--- src/rtl/comma_aligner.sv ---
// K28.5 comma aligner: finds the comma in the serial bit stream, verifies word
// alignment over several commas, then emits aligned 10-bit words while watching for slip.
module comma_aligner #(
  parameter logic [9:0]  COMMA_P        = 10'b0011111010,
  parameter logic [9:0]  COMMA_N        = 10'b1100000101,
  parameter int unsigned LOCK_COUNT     = 4,
  parameter int unsigned MISALIGN_LIMIT = 3
) (
  input  logic       clock,
  input  logic       reset_n,
  input  logic       bit_valid,
  input  logic [1:0] data,
  output logic [9:0] word,
  output logic       word_valid,
  output logic       word_is_comma,
  output logic       locked,
  output logic [7:0] realign_count
);

  localparam logic [3:0] LOCK_CNT = 4'(LOCK_COUNT);
  localparam logic [3:0] MIS_LIM  = 4'(MISALIGN_LIMIT);

  typedef enum logic [1:0] {
    SEARCH = 2'd0,
    VERIFY = 2'd1,
    LOCKED = 2'd2
  } state_t;

  state_t     state_r, state_s;
  logic [9:0] shreg_r, nxt_s;
  logic [3:0] bitcnt_r, bitcnt_s;
  logic [3:0] commacnt_r, commacnt_s;
  logic [3:0] miscnt_r, miscnt_s;
  logic       comma_hit_s, boundary_s;
  logic       emit_s, drop_s, locked_s;
  logic [9:0] word_s;
  logic       word_valid_s, word_is_comma_s;
  logic [7:0] realign_s;
  logic       unused_data;

  function automatic logic is_comma(input logic [9:0] w);
    return (w == COMMA_P) || (w == COMMA_N);
  endfunction

  assign unused_data = data[1];

  // Candidate shift-register contents and the comma/boundary flags derived from them.
  always_comb begin
    nxt_s       = {shreg_r[8:0], data[0]};
    comma_hit_s = is_comma(nxt_s);
    boundary_s  = (bitcnt_r == 4'd9);
  end

  // State and alignment counters register.
  always_ff @(posedge clock or negedge reset_n) begin
    if (!reset_n) begin
      state_r    <= SEARCH;
      bitcnt_r   <= 4'd0;
      commacnt_r <= 4'd0;
      miscnt_r   <= 4'd0;
    end else begin
      state_r    <= state_s;
      bitcnt_r   <= bitcnt_s;
      commacnt_r <= commacnt_s;
      miscnt_r   <= miscnt_s;
    end
  end

  // Next-state logic: acquire, verify and track the word boundary.
  always_comb begin
    state_s    = state_r;
    bitcnt_s   = bitcnt_r;
    commacnt_s = commacnt_r;
    miscnt_s   = miscnt_r;
    if (bit_valid) begin
      bitcnt_s = boundary_s ? 4'd0 : bitcnt_r + 4'd1;
      case (state_r)
        SEARCH: begin
          bitcnt_s = 4'd0;
          if (comma_hit_s) begin
            commacnt_s = 4'd1;
            state_s    = (LOCK_CNT == 4'd1) ? LOCKED : VERIFY;
          end else begin
            commacnt_s = 4'd0;
            state_s    = SEARCH;
          end
        end
        VERIFY: begin
          if (boundary_s && comma_hit_s) begin
            commacnt_s = commacnt_r + 4'd1;
            state_s    = ((commacnt_r + 4'd1) == LOCK_CNT) ? LOCKED : VERIFY;
          end else if (boundary_s) begin
            commacnt_s = 4'd0;
            state_s    = SEARCH;
          end else begin
            state_s    = VERIFY;
          end
        end
        LOCKED: begin
          // The comma that trips the limit is consumed here, so search restarts on the next bit.
          if (boundary_s && comma_hit_s) begin
            miscnt_s = 4'd0;
          end else if (comma_hit_s && ((miscnt_r + 4'd1) == MIS_LIM)) begin
            state_s    = SEARCH;
            bitcnt_s   = 4'd0;
            commacnt_s = 4'd0;
            miscnt_s   = 4'd0;
          end else if (comma_hit_s) begin
            miscnt_s = miscnt_r + 4'd1;
          end else begin
            miscnt_s = miscnt_r;
          end
        end
        default: begin
          state_s    = SEARCH;
          bitcnt_s   = 4'd0;
          commacnt_s = 4'd0;
          miscnt_s   = 4'd0;
        end
      endcase
    end else begin
      state_s = state_r;
    end
  end

  // Output logic: word strobe at each locked boundary and on the lock-completing comma.
  always_comb begin
    emit_s          = bit_valid && (((state_r == LOCKED) && boundary_s) ||
                                    ((state_r != LOCKED) && (state_s == LOCKED)));
    drop_s          = bit_valid && (state_r == LOCKED) && (state_s == SEARCH);
    locked_s        = (state_s == LOCKED);
    word_s          = emit_s ? nxt_s : word;
    word_valid_s    = emit_s;
    word_is_comma_s = emit_s ? comma_hit_s : word_is_comma;
    realign_s       = (drop_s && (realign_count != 8'hFF)) ? realign_count + 8'd1 : realign_count;
  end

  // Shift register and registered outputs.
  always_ff @(posedge clock or negedge reset_n) begin
    if (!reset_n) begin
      shreg_r       <= 10'd0;
      word          <= 10'd0;
      word_valid    <= 1'b0;
      word_is_comma <= 1'b0;
      locked        <= 1'b0;
      realign_count <= 8'd0;
    end else begin
      shreg_r       <= bit_valid ? nxt_s : shreg_r;
      word          <= word_s;
      word_valid    <= word_valid_s;
      word_is_comma <= word_is_comma_s;
      locked        <= locked_s;
      realign_count <= realign_s;
    end
  end

endmodule

--- config.mk ---
export PLATFORM = sky130hd
export DESIGN_NAME = comma_aligner
export DESIGN_NICKNAME = d
export VERILOG_FILES = /design/src/rtl/comma_aligner.sv
export SDC_FILE = /design/constraint.sdc
export NUM_CORES = 1
export LEC_CHECK = 0
export CORE_AREA = 4 4 76 78
export CTS_CLUSTER_SIZE = 20
export DETAILED_ROUTE_END_ITERATION = 8
export DIE_AREA = 0 0 80 82
export HOLD_SLACK_MARGIN = 0.1
export PLACE_DENSITY = 0.75
export SLEW_MARGIN = 25
export SYNTH_ARGS = -nofsm -noshare
export SYNTH_HDL_FRONTEND = slang
export SYNTH_SLANG_ARGS = --single-unit
export TNS_END_PERCENT = 5
--- constraint.sdc ---
create_clock -name clock -period 2.8 [get_ports clock]
set_input_delay 0.42 -clock clock [delete_from_list [all_inputs] [get_ports clock]]
set_output_delay 0.42 -clock clock [all_outputs]
set_load 0.02 [all_outputs]
; ---- Word-level counts from Yosys, hierarchy flattened
; Index checks and enable logic that the tools add are counted.
; Widths: inputs -> output; s select.
[word_totals]
register_bits = 44
out_inout_bits = 21
elab_cells = 66
[op_classes]
n_addsub = 4
n_eq_ne = 14
muxes = 22
bitwise = 1
reduce_logical = 15
[op_table]
columns = cell, count
row1 = $mux 4, 10
row2 = $pmux 4 s2, 2
row3 = $add 4x1->4 const B, 3
row4 = $pmux 4 s3, 1
row5 = $eq 10x10->1 const B, 1
row6 = $eq 10x8->1 const B, 1
row7 = $mux 2, 5
row8 = $add 8x1->8 const B, 1
row9 = $logic_and 1x1->1, 8
row10 = $ne 8x8->1 const B, 1
row11 = $ne 2x2->1 const B, 3
row12 = $pmux 2 s3, 1
row13 = $eq 2x2->1 const B, 2
row14 = $eq 4x2->1 const B, 1
row15 = $eq 4x3->1 const B, 1
row16 = $eq 4x4->1 const B, 1
row17 = $logic_not 2->1, 2
row18 = $ne 4x4->1 const B, 1
row19 = $reduce_and 4->1, 1
row20 = $mux 1, 3
row21 = $ne 3x3->1 const B, 1
row22 = $reduce_and 3->1, 1
row23 = $eq 2x1->1 const B, 1
row24 = $logic_or 1x1->1, 2
row25 = 2 further kinds, 2

; ---- Logic depth before layout (Yosys ltp)
[depth]
depth_word = 11
depth_mapped = 12
mapped_depth_nobuf = 10

; ---- Least setup slack after synthesis
; No wires, ideal clock.
[synth_timing]
kind = register to register
from = register shreg_r[8]
to = register realign_count[1]
setup_time_ps = 125
arrival_ps = 2337
slack_ps = 338
path_stages_with_launch = 8
n_path_buf = 0
path_cell_list = dfrtp_1 -> or4b_4 -> or3_1 -> o32ai_2 -> nand2_1 -> a41oi_4 -> nor2_2 -> mux2_4
[synth_between]
elab_chain_len = 10
[synth_rtl]
columns = element, line_no
row1 = from (decl), 30  ; logic [9:0] shreg_r, nxt_s;
row2 = from (signal assigned), 148  ; shreg_r <= bit_valid ? nxt_s : shreg_r;
row3 = $eq 10x8->1 or $eq 10x10->1 (tied branches), 42  ; return (w == COMMA_P) || (w == COMMA_N);
row4 = $logic_or 1x1->1 (*), 42
row5 = $logic_and 1x1->1, 103  ; end else if (comma_hit_s && ((miscnt_r + 4'd1) == MIS_LIM)) begin
row6 = $mux 2, 103
row7 = $mux 2, 101  ; if (boundary_s && comma_hit_s) begin
row8 = $pmux 2 s3 (*), 77  ; case (state_r)
row9 = $mux 2 (*), 75  ; if (bit_valid) begin
row10 = $logic_not 2->1 (*), 130  ; drop_s = bit_valid && (state_r == LOCKED) && (state_s == SEARCH);
row11 = $logic_and 1x1->1 (*), 130
row12 = $logic_and 1x1->1 (*), 135  ; realign_s = (drop_s && (realign_count != 8'hFF)) ? realign_count + 8'd1 : realign_count;
row13 = to (signal assigned), 153  ; realign_count <= realign_s;
row14 = to (decl), 17  ; output logic [7:0] realign_count
; Every way passes the cells marked *; elsewhere a longest branch is shown, timed or not.
; A chain may end at the register's enable or synchronous reset.

; ---- Final worst setup path
[layout_timing]
from = input data[0]
to = register realign_count[4]
[layout_between]
elab_chain_len = 10
[layout_rtl]
columns = element, line_no
row1 = from (decl), 12  ; input logic [1:0] data,
row2 = $eq 10x8->1 or $eq 10x10->1 (tied branches), 42
row3 = $logic_or 1x1->1 (*), 42
row4 = $logic_and 1x1->1, 103
row5 = $mux 2, 103
row6 = $mux 2, 101
row7 = $pmux 2 s3 (*), 77
row8 = $mux 2 (*), 75
row9 = $logic_not 2->1 (*), 130
row10 = $logic_and 1x1->1 (*), 130
row11 = $logic_and 1x1->1 (*), 135
; Marked as above.

==> metrics.txt <==
#FFs+latches synth=44; Clock Power Share=33.1%; diode count=0; vias per cell=5.754; First-pass DRT Iterations=4; maximum VDD drop=0.2707 mV; die area=6560 sq um; via count=2411; sw frac=27.66%; post-route setup TNS=0 ns; most frequent cells in the layout=nand2_1, dfrtp_1, o21ai_0; clock latency on the worst-skew pair=0.30 ns; 1st-iter DRT viols=137; vias in the first global route=2366; max frequency=0.3686 GHz; total core area=5075 sq um; Int Power=917.5 uW; ys flop type=dfrtp_1; Seq pwr share=53.6%; synthesized cell area=2721 sq um; Unique masters post-synth=55; clock sink total=44; Seq/Total Area, Yosys=40.46%; Die Width=80 um; outcome=finished, final reports clean; CTS root buf=clkbuf_8; initial antenna violation count=0; Crit Path Category=input pin to flip-flop; Worst EP required=3.03 ns; chip height=82 um; combinational fraction of design power=13.3%; fin util=63.76%; CTS clk-pin slew, worst paths=0.09 ns; Final Hold Fails=0; hold buffers post-CTS=0; antenna-violating nets left=0; CTS tree=built; Max Slew Vio Count=0; Psw=350.8 uW; row count=26; RSZ-0062 raised after global routing=no; share of synthesized registers carrying an async set or reset=100.0%; critical path peak fanout=5; DRC Markers=0; wire per inst=14.81 um; worst hold path type=input pin to async pin; Critical Path AT=2.94 ns; H-tree depth=2; HPWL after detailed placement=4488 um; synth-to-layout area growth=18.90%; period utilization=96.88%; most frequent standard cell in the layout excluding fill and tap cells=nand2_1; Final GP Congestion=0.9034; Tmin final=2.713 ns; GRT Total Usage=20.89%; Slew HR=62.04%; Min Hold Slack=0.1092 ns; Top-Level Pins=26; Final Total Pwr=1268 uW; first-pass GRT wire length=10820 um; crit end category=flip-flop; maximum number of pins on one net before global-route repair=45; P per Cell Area=392.0 nW/um^2; Post-Syn Nets=328; Max-Cap Viols=0; Layout Nets=364; final setup violating endpoints=0; total global routing overflow=0; leakage=0.001398 uW; Worst-Margin Slew=0.5694 ns; Clock Path Buffers=2; Synth Instances=312; Startpoint Class=input pin; EDFF count, synth=0; final wirelength=6204 um; syn_area_per_cell=8.722 sq um; I/O Buffers=24; Initial Utilization=53.62%; total CTS buffers=5; share of cells above drive strength 1=14.04%; Final Skew=0.009367 ns; Yosys Warn Count=0
Yosys cell counts (all sizes together) (6+ instances only):
master	number	area [sq um]
a21oi	13	65.06
clkbuf	12	45.04
dfrtp	44	1101
ha	11	137.6
inv	20	75.07
nand2	47	176.4
nand3	15	75.07
nand4	13	81.33
nor2	20	77.58
o211ai	15	117.6
o21ai	31	155.1
xor2	6	52.55
layout make-up:
class | instances | area [sq um]
tap | 70 | 87.58
fill | 446 | 1839
timing repair buffer | 45 | 395.4
clock buffer | 8 | 90.09
multi-input combinational | 231 | 1483
sequential | 44 | 1101
inverter | 21 | 78.83
per-stage QoR:
stage,std cells,setup slack [ns],cell area [sq um]
after floorplan,312,0.3382,2721
after global placement,411,-0.2003,3137
after detailed placement,411,-0.2569,3137
after CTS,419,0.06530,3227
after global routing,419,0.007703,3236
final,419,0.08725,3236
routing by layer:
metal | vias up | global-route usage (%) | share of wire, %
met4 | 0 | 6.926 | 1.6
met3 | 11 | 4.386 | 3.3
met5 | - | 0 | 0
met2 | 47 | 34.85 | 49
li1 | 1188 | - | -
met1 | 1165 | 27.12 | 46
sequential cells by signal, summed over array words and instances, names as in the netlist:
signal	cells
word_valid	1
shreg_r	9
locked	1
state_r	2
commacnt_r	4
bitcnt_r	4
word_is_comma	1
word	10
miscnt_r	4
realign_count	8
power groups by stage:
stage / registers [uW] / logic, uW / clock network [uW]
floorplan: 685 / 112 / 0
global route: 682 / 190 / 452
global placement: 690 / 163 / 0
detailed placement: 690 / 168 / 0
CTS: 678 / 168 / 429
finish: 680 / 168 / 420
worst paths after layout:
path | slack (ns) | startpoint | cells past startpoint | endpoint
hold reg to reg | 0.51 | realign_count[4] | 1 | realign_count[4]
setup / recovery | 0.09 | data[0] | 9 | realign_count[4]
max in group asynchronous | 2.30 | reset_n | 1 | word[0]
setup reg to reg | 0.20 | shreg_r[2] | 8 | realign_count[4]
min in group clock | 0.51 | realign_count[4] | 1 | realign_count[4]
hold / removal | 0.11 | reset_n | 1 | miscnt_r[2]
cell families after synthesis:
kind of cell / count (synthesis) / synth area share, %
XOR/XNOR: 7 / 2.253
AND/OR/NAND/NOR: 129 / 25.43
buffers and inverters: 37 / 5.287
flip-flops: 44 / 40.46
multiplexers: 2 / 0.9194
adder cells (fa/ha/maj): 11 / 5.057
AO/OA/AOI/OAI: 82 / 20.60
critical path, cell delays in order:
cell	delay (ns)
clkdlybuf4s50_1	0.45
or4b_4	0.52
nor4_4	0.26
nor2_2	0.12
o311ai_2	0.37
a41oi_4	0.18
buf_4	0.17
nor4b_2	0.28
xor2_1	0.17
timing repair:
item                                    in CTS  in global routing
buffers inserted                             0                  0
endpoints found under the setup margin       0                  5
endpoints found under the hold margin        0                  0
resized for setup                            0                  2
No activity file was read; power rests on OpenSTA's default activity.
